==> config.mk <==
export PLATFORM = sky130hd
export DESIGN_NAME = branch_resolve_unit
export DESIGN_NICKNAME = d
export VERILOG_FILES = /design/src/rtl/branch_resolve_unit.sv
export SDC_FILE = /design/constraint.sdc
export NUM_CORES = 1
export LEC_CHECK = 0
export ABC_AREA = 1
export ABC_CLOCK_PERIOD_IN_PS = 8600
export CAP_MARGIN = 10
export CORE_MARGIN = 5
export CORE_UTILIZATION = 52
export DETAILED_ROUTE_END_ITERATION = 16
export PLACE_DENSITY_LB_ADDON = 0.2
export SKIP_LAST_GASP = 1
export SLEW_MARGIN = 20
export SYNTH_ARGS = -nofsm -noshare
export SYNTH_HDL_FRONTEND = slang
export SYNTH_SLANG_ARGS = --single-unit
==> constraint.sdc <==
create_clock -name clk -period 8.6 [get_ports clk]
set_clock_uncertainty 0.15 [all_clocks]
set_input_delay 1.29 -clock clk [delete_from_list [all_inputs] [get_ports clk]]
set_output_delay 1.29 -clock clk [all_outputs]
set_load 0.02 [all_outputs]
==> src/rtl/branch_resolve_unit.sv <==
// branch_resolve_unit: pipelined branch/jump resolver with a 2-bit saturating BHT.
//
// Each accepted op is resolved in one cycle. The result is held in a single
// output register under a valid/ready handshake. A consumed conditional op
// trains the BHT entry selected by its PC. Fetch reads that entry
// combinationally through query_pc/query_taken.
//
// Ports:
//   clk, rst          clock, synchronous active-high reset
//   flush             kill the held result and block accept this cycle
//   in_valid/in_ready input handshake (pc, imm, rs1_data, rs2_data, br_op, pred_taken)
//   out_valid/out_ready result handshake (taken, target, next_pc, mispredict)
//   query_pc/query_taken fetch-side BHT lookup, pre-update value
module branch_resolve_unit #(
  parameter int unsigned XLEN        = 32,
  parameter int unsigned BHT_ENTRIES = 16,
  parameter int unsigned IDX_LSB     = 2
) (
  input  logic            clk,
  input  logic            rst,
  input  logic            flush,
  input  logic            in_valid,
  output logic            in_ready,
  input  logic [XLEN-1:0] pc,
  input  logic [XLEN-1:0] imm,
  input  logic [XLEN-1:0] rs1_data,
  input  logic [XLEN-1:0] rs2_data,
  input  logic [4:0]      br_op,
  input  logic            pred_taken,
  output logic            out_valid,
  input  logic            out_ready,
  output logic            taken,
  output logic [XLEN-1:0] target,
  output logic [XLEN-1:0] next_pc,
  output logic            mispredict,
  input  logic [XLEN-1:0] query_pc,
  output logic            query_taken
);

  localparam int unsigned IDX_W = (BHT_ENTRIES > 1) ? $clog2(BHT_ENTRIES) : 1;

  localparam logic [4:0] OP_BEQ  = 5'b01000;
  localparam logic [4:0] OP_BNE  = 5'b01001;
  localparam logic [4:0] OP_BLT  = 5'b01100;
  localparam logic [4:0] OP_BGE  = 5'b01101;
  localparam logic [4:0] OP_BLTU = 5'b01110;
  localparam logic [4:0] OP_BGEU = 5'b01111;
  localparam logic [4:0] OP_JMP  = 5'b11111;

  logic            out_valid_q, out_valid_d;
  logic            taken_q, taken_d;
  logic [XLEN-1:0] target_q, target_d;
  logic [XLEN-1:0] next_pc_q, next_pc_d;
  logic            mispredict_q, mispredict_d;
  logic [XLEN-1:0] pc_q, pc_d;
  logic            cond_q, cond_d;
  logic [1:0]      bht_q [BHT_ENTRIES];
  logic [1:0]      bht_d [BHT_ENTRIES];

  logic            accept;
  logic            consume;
  logic            eval_taken;
  logic            eval_cond;
  logic [IDX_W-1:0] upd_idx;
  logic [IDX_W-1:0] qry_idx;

  // Handshake: flush blocks accept and discards the held result.
  assign in_ready = !flush && (!out_valid_q || out_ready);
  assign accept   = in_valid && in_ready;
  assign consume  = out_valid_q && out_ready && !flush;

  assign upd_idx = pc_q[IDX_LSB +: IDX_W];
  assign qry_idx = query_pc[IDX_LSB +: IDX_W];

  // Read before this cycle's update; a same-index write shows up next cycle.
  assign query_taken = bht_q[qry_idx][1];

  // Condition evaluation over full-width operands.
  always_comb begin
    eval_taken = 1'b0;
    eval_cond  = 1'b0;
    unique case (br_op)
      OP_BEQ:  begin eval_cond = 1'b1; eval_taken = (rs1_data == rs2_data); end
      OP_BNE:  begin eval_cond = 1'b1; eval_taken = (rs1_data != rs2_data); end
      OP_BLT:  begin eval_cond = 1'b1; eval_taken = ($signed(rs1_data) <  $signed(rs2_data)); end
      OP_BGE:  begin eval_cond = 1'b1; eval_taken = ($signed(rs1_data) >= $signed(rs2_data)); end
      OP_BLTU: begin eval_cond = 1'b1; eval_taken = (rs1_data <  rs2_data); end
      OP_BGEU: begin eval_cond = 1'b1; eval_taken = (rs1_data >= rs2_data); end
      OP_JMP:  eval_taken = 1'b1;
      default: eval_taken = 1'b0;
    endcase
  end

  // Result register next-state.
  always_comb begin
    out_valid_d  = out_valid_q;
    taken_d      = taken_q;
    target_d     = target_q;
    next_pc_d    = next_pc_q;
    mispredict_d = mispredict_q;
    pc_d         = pc_q;
    cond_d       = cond_q;
    if (flush) begin
      out_valid_d = 1'b0;
    end else if (accept) begin
      out_valid_d  = 1'b1;
      taken_d      = eval_taken;
      target_d     = pc + imm;
      next_pc_d    = eval_taken ? (pc + imm) : (pc + XLEN'(4));
      mispredict_d = eval_taken != pred_taken;
      pc_d         = pc;
      cond_d       = eval_cond;
    end else if (consume) begin
      out_valid_d = 1'b0;
    end
  end

  // BHT training on consume of a conditional op, saturating at 00 and 11.
  always_comb begin
    bht_d = bht_q;
    if (consume && cond_q) begin
      if (taken_q) begin
        if (bht_q[upd_idx] != 2'b11) bht_d[upd_idx] = bht_q[upd_idx] + 2'd1;
      end else begin
        if (bht_q[upd_idx] != 2'b00) bht_d[upd_idx] = bht_q[upd_idx] - 2'd1;
      end
    end
  end

  always_ff @(posedge clk) begin
    if (rst) begin
      out_valid_q  <= 1'b0;
      taken_q      <= 1'b0;
      target_q     <= '0;
      next_pc_q    <= '0;
      mispredict_q <= 1'b0;
      pc_q         <= '0;
      cond_q       <= 1'b0;
      for (int i = 0; i < int'(BHT_ENTRIES); i++) bht_q[i] <= 2'b01;
    end else begin
      out_valid_q  <= out_valid_d;
      taken_q      <= taken_d;
      target_q     <= target_d;
      next_pc_q    <= next_pc_d;
      mispredict_q <= mispredict_d;
      pc_q         <= pc_d;
      cond_q       <= cond_d;
      bht_q        <= bht_d;
    end
  end

  assign out_valid  = out_valid_q;
  assign taken      = taken_q;
  assign target     = target_q;
  assign next_pc    = next_pc_q;
  assign mispredict = mispredict_q;

endmodule
==> results of run 1 <==
-- cell usage in the layout (no fill, tap or decap), types with 8 or more instances in the layout --
master / n
clkdlybuf4s50_1: 211
nand2_1: 233
xnor2_1: 18
a21oi_1: 92
inv_1: 178
clkbuf_16: 9
xor2_1: 27
ha_1: 66
o21ai_0: 116
dfxtp_1: 104
a22oi_1: 8
nor2_1: 109
nand3_1: 84
o21bai_1: 27
nand4_1: 25
nor3_1: 23
o22ai_1: 8
-- layout make-up --
class | instances | area [um2] | area share
clock inverters | 7 | 93.8 | 0.00889
repair buffers | 214 | 2130 | 0.202
flip-flops and latches | 104 | 2080 | 0.197
well taps | 188 | 235 | 0.0223
inverters | 181 | 679 | 0.0644
multi-input cells | 908 | 5110 | 0.484
clock buffers | 9 | 225 | 0.0213
-- path summary, 6_finish.rpt --
path / from / end / slack, ns / cells past startpoint
worst max-delay path: query_pc[2] / query_taken / 3.93 / 6
worst min-delay path: target[2] / target[2] / 0.32 / 2
worst max register to register: pc_q[3] / bht_q[11] / 5.04 / 14
worst min register to register: target[2] / target[2] / 0.32 / 2
-- logic make-up after synthesis --
group	count (synthesis)
AOI/OAI and AO/OA	286
adders and majority gates	67
and+or+nand+nor	503
muxes	6
xor gates and xnor gates	46
buffers and inverters	214
DFF	104
-- report_power, final --
group	internal, mW	total [mW]	switching, mW
clock network	0.236	0.449	0.214
registers	0.506	0.519	0.0139
logic	0.193	0.446	0.253
total	0.935	1.42	0.481
-- metrics by stage --
step | power, mW | hold WS [ns]
2_1_floorplan | 0.782 | 0.317
3_3_place_gp | 0.963 | 0.303
3_5_place_dp | 0.969 | 0.309
4_1_cts | 1.42 | 0.321
5_1_grt | 1.49 | 0.341
6_report | 1.42 | 0.320
-- worst reg2reg max path: cells and delay by family, from the launching register on --
| kind | cells | cell delay, ns |
|---|---|---|
| flip-flops | 1 | 0.33 |
| AND/OR/NAND/NOR | 5 | 1.38 |
| AO/OA/AOI/OAI | 4 | 0.58 |
| adder cells (fa/ha/maj) | 1 | 0.51 |
| multiplexers | 1 | 0.13 |
| buffers and inverters | 3 | 0.40 |
-- metal layers --
| metal | vias to the layer above | wire length (um) | track usage |
|---|---|---|---|
| met5 | - | 12 | 0 |
| met1 | 4090 | 10700 | 0.339 |
| met3 | 50 | 1900 | 0.0510 |
| met4 | 2 | 712 | 0.0905 |
| li1 | 4456 | - | - |
| met2 | 359 | 12000 | 0.474 |
==> results.toml, run 1 <==
[power]
power.ir.vdd_worst_mv = 0.0995
p_leak_nw = 4.95
powerDensity_mw_per_mm2 = 134

[logic_synthesis]
synthTopCellsByArea = "dfxtp_1, nand2_1, ha_1, inv_1, o21ai_0"
synth-seq-cells = 104
synth_area_mm2 = 0.00801
synth_compound_area_frac = 0.201
avgSynthCellArea_um2 = 6.53
synth.most_common_cell = "nand2_1"
synth_flop_cell = "dfxtp_1"
synth_mux_area_frac = 0.00766
synth_top_area_frac = 0.260
synth_xor_area_frac = 0.0503
ys_types = 47
synth-simple-area-share = 0.272
synth_adder_area_share = 0.106
synth_edf_count = 0
synth_seq_area_share = 0.260
synth_nets = 1464
async_flop_share = 0
synth_top_family_by_area = "simple AND/OR/NAND/NOR gates"
yosysTopAreaCell = "dfxtp_1"
yosysWarnings = 0
synth_common_cells = "nand2_1, inv_1, o21ai_0"
syn_inst = 1226

[critical_path]
cp.required_ns = 7.16
cpMostUsedCell = "clkdlybuf4s50_1"
arrival_ns = 3.23
cp-end-kind = "output pin"
crit_type = "primary input to output pin"
path_max_fanout = 11
worst_path_max_delay_cell = "clkdlybuf4s50_1"
cp_top_family = "buffers and inverters"
cp_slowest_stage_delay_ns = 0.73
path_buf_inv = 2
critPathLaunchType = "primary input"
crit_chain = "clkdlybuf4s50_1 -> mux2i_1 -> o21ai_0 -> nor2_1 -> o31ai_1 -> clkdlybuf4s50_1"

[global_route]
grt_overflow_total = 0
grt_pass1_vias = 8351
grt_max_degree = 55
grt_pass1_wl_um = 40300
grt_antenna_before_repair = 1
globalRouteTotalUtil = 0.272

[floorplan]
start_util = 0.529
fp.dieW_um = 134
ios = 240
die_h_um = 134
rows = 45
die-area_mm2 = 0.0180
core_mm2 = 0.0151

[placement]
io_buffers = 211
dpl_cell_area_mm2 = 0.0102
gp_congestion = 0.917
dpl.hpwl_um = 19800
pre_cts_ws_ns = 3.65
dp.cells = 1595

[sta]
setup_ws_ns = 3.93
post-route-period-util = 0.543
fmax_ghz = 0.214
max_slew_margin = 0.457
slew_viol_final = 0
rsz0062_at_grt = "false"
tightest_slew_ns = 0.812
post-route-min-period_ns = 4.67
fin_tns_setup_ns = 0
hold_viol = 0
setup-violations-final = 0

[clock_tree]
cts.path.max_buffers = 2
cts_post_setup_buffers_inserted = 0
clkTransAtPathRegs_ns = 0.08
ctsResizeCount = 0
cts_buffers = 9
cts_tree = "built"
cts_max_level = 3
clk_latency_ns = 0.36
holdBufCountCts = 0
cts-root-buf = "clkbuf_16"
clock_sinks = 104

[finish]
num-fill-cells = 1387
syn2layout_area_growth_pct = 31.8
drive_gt1_frac = 0.0295
final_cell_area_mm2 = 0.0106
fin_cells = 1611
n_antenna_cell = 0
nets = 1656
final_util = 0.697

[route]
vias_per_cell = 5.56
drt-total-wl_um = 25300
detail-route-antenna-nets = 0
wl_per_cell_um = 15.7
drtPass1Iterations = 5
first_iter_violations = 708
drc = 0
vias = 8957

[status]
status = "finished, final reports clean"

[run]
cap_violations = 0

[hold_path]
hp-class = "flop to flop"
No activity file was read; power rests on OpenSTA's default activity.
==> run 2, diff against run 1 <==
--- a/config.mk
+++ b/config.mk
@@ -6,10 +6,10 @@
 export NUM_CORES = 1
 export LEC_CHECK = 0
 export ABC_AREA = 1
-export ABC_CLOCK_PERIOD_IN_PS = 8600
+export ABC_CLOCK_PERIOD_IN_PS = 4000
 export CAP_MARGIN = 10
 export CORE_MARGIN = 5
-export CORE_UTILIZATION = 52
+export CORE_UTILIZATION = 44
 export DETAILED_ROUTE_END_ITERATION = 16
 export PLACE_DENSITY_LB_ADDON = 0.2
 export SKIP_LAST_GASP = 1
==> constraint.sdc (replaced) <==
create_clock -name clk -period 4 [get_ports clk]
set_clock_uncertainty 0.15 [all_clocks]
set_input_delay 0.6 -clock clk [delete_from_list [all_inputs] [get_ports clk]]
set_output_delay 0.6 -clock clk [all_outputs]
set_load 0.02 [all_outputs]
==> results.toml, run 2 (synthesis results as in run 1) <==
[clock_tree]
cts_max_level = 3
cts_tree = "built"
cts-root-buf = "clkbuf_16"
clk_latency_ns = 0.35
clock_sinks = 104
cts_buffers = 9
cts_post_setup_buffers_inserted = 0
ctsResizeCount = 0
clkTransAtPathRegs_ns = 0.08
cts.path.max_buffers = 2
holdBufCountCts = 0

[placement]
dp.cells = 1647
gp_congestion = 0.894
dpl.hpwl_um = 20300
io_buffers = 211

[route]
drt-total-wl_um = 25300
vias_per_cell = 5.27
wl_per_cell_um = 15.2
drtPass1Iterations = 5
detail-route-antenna-nets = 0
drc = 0
vias = 8762
first_iter_violations = 487

[floorplan]
fp.dieW_um = 145
ios = 240
core_mm2 = 0.0180
die_h_um = 145
die-area_mm2 = 0.0210
start_util = 0.446
rows = 49

[finish]
nets = 1667
syn2layout_area_growth_pct = 33.0
final_common_cell = "nand2_1"
drive_gt1_frac = 0.0356
fin_cells = 1662
n_antenna_cell = 0
layout_common_cells = "nand2_1, clkdlybuf4s50_1, inv_1"
num-fill-cells = 1764

[power]
p_sw_frac = 0.341
p_clk_frac = 0.293
combPwrFrac = 0.328
total_power_mw = 2.95
internal_power_mw = 1.94
powerDensity_mw_per_mm2 = 277
power.ir.vdd_worst_mv = 0.199
p_leak_nw = 4.99
switching_power_mw = 1.01
p_seq_frac = 0.379

[run]
cap_violations = 0

[critical_path]
arrival_ns = 2.56
crit_chain = "clkdlybuf4s50_1 -> a21oi_1 -> o21ai_0 -> o21ai_0 -> nor2_1 -> o31ai_1 -> clkdlybuf4s50_1"
cp.required_ns = 3.25
cp_slowest_stage_delay_ns = 0.64
path_max_fanout = 11
critPathLaunchType = "primary input"
cp-end-kind = "output pin"
crit_type = "primary input to output pin"
worst_path_max_delay_cell = "clkdlybuf4s50_1"

[global_route]
grt_overflow_total = 0
grt_max_degree = 52
grt_pass1_vias = 8245
globalRouteTotalUtil = 0.231
grt_antenna_before_repair = 0
grt_pass1_wl_um = 41000

[sta]
tightest_slew_ns = 0.647
fin_tns_setup_ns = 0
max_slew_margin = 0.568
post-route-period-util = 0.827
setup-violations-final = 0
slew_viol_final = 0
post-route-min-period_ns = 3.31
fmax_ghz = 0.302
hold_viol = 0
whs_ns = 0.323
rsz0062_at_grt = "false"

[status]
status = "finished, final reports clean"

[hold_path]
hp-class = "flop to flop"
-- run 2: path summary, 6_finish.rpt --
kind	depth (start not counted)	start	slack [ns]	to
setup reg to reg	15	pc_q[2]	1.03	bht_q[9]
setup / recovery	7	query_pc[2]	0.69	query_taken
hold reg to reg	2	target[0]	0.32	target[0]
hold / removal	2	target[0]	0.32	target[0]
-- run 2: per-stage QoR --
step	util	worst slack [ns]	instance area [um2]
after global routing	0.593	0.464	10700
after CTS	0.593	0.682	10700
after global placement	0.578	0.400	10400
after detailed placement	0.578	0.376	10400
after floorplan	-	1.20	8010
final	0.593	0.692	10700
-- run 2: final cells by class --
cell class / instances / area (um2) / share of cell area
clock buffer: 9 / 225 / 0.0211
clock inverter: 6 / 52.6 / 0.00493
inverter: 181 / 679 / 0.0638
multi-input combinational: 908 / 5100 / 0.479
sequential: 104 / 2080 / 0.195
tap: 229 / 287 / 0.0269
timing repair buffer: 225 / 2230 / 0.209
-- run 2: routing by layer --
| metal | vias to the layer above | wire, um | GRT usage |
|---|---|---|---|
| li1 | 4473 | - | - |
| met1 | 3959 | 11400 | 0.309 |
| met2 | 298 | 11800 | 0.389 |
| met3 | 32 | 1490 | 0.0393 |
| met4 | 0 | 520 | 0.0584 |
| met5 | - | 0 | 0 |
-- run 2: power groups by stage --
| stage | clock network, mW | logic, mW | registers [mW] |
|---|---|---|---|
| floorplan | 0 | 0.486 | 1.20 |
| global placement | 0 | 0.949 | 1.14 |
| detailed placement | 0 | 0.956 | 1.14 |
| CTS | 0.887 | 0.961 | 1.12 |
| global route | 0.922 | 1.06 | 1.12 |
| finish | 0.864 | 0.966 | 1.12 |
-- run 2: worst max-delay path: cells and delay by family --
kind | cells | cell delay [ns]
simple gates | 1 | 0.06
compound gates | 4 | 0.64
buf+inv | 2 | 1.26
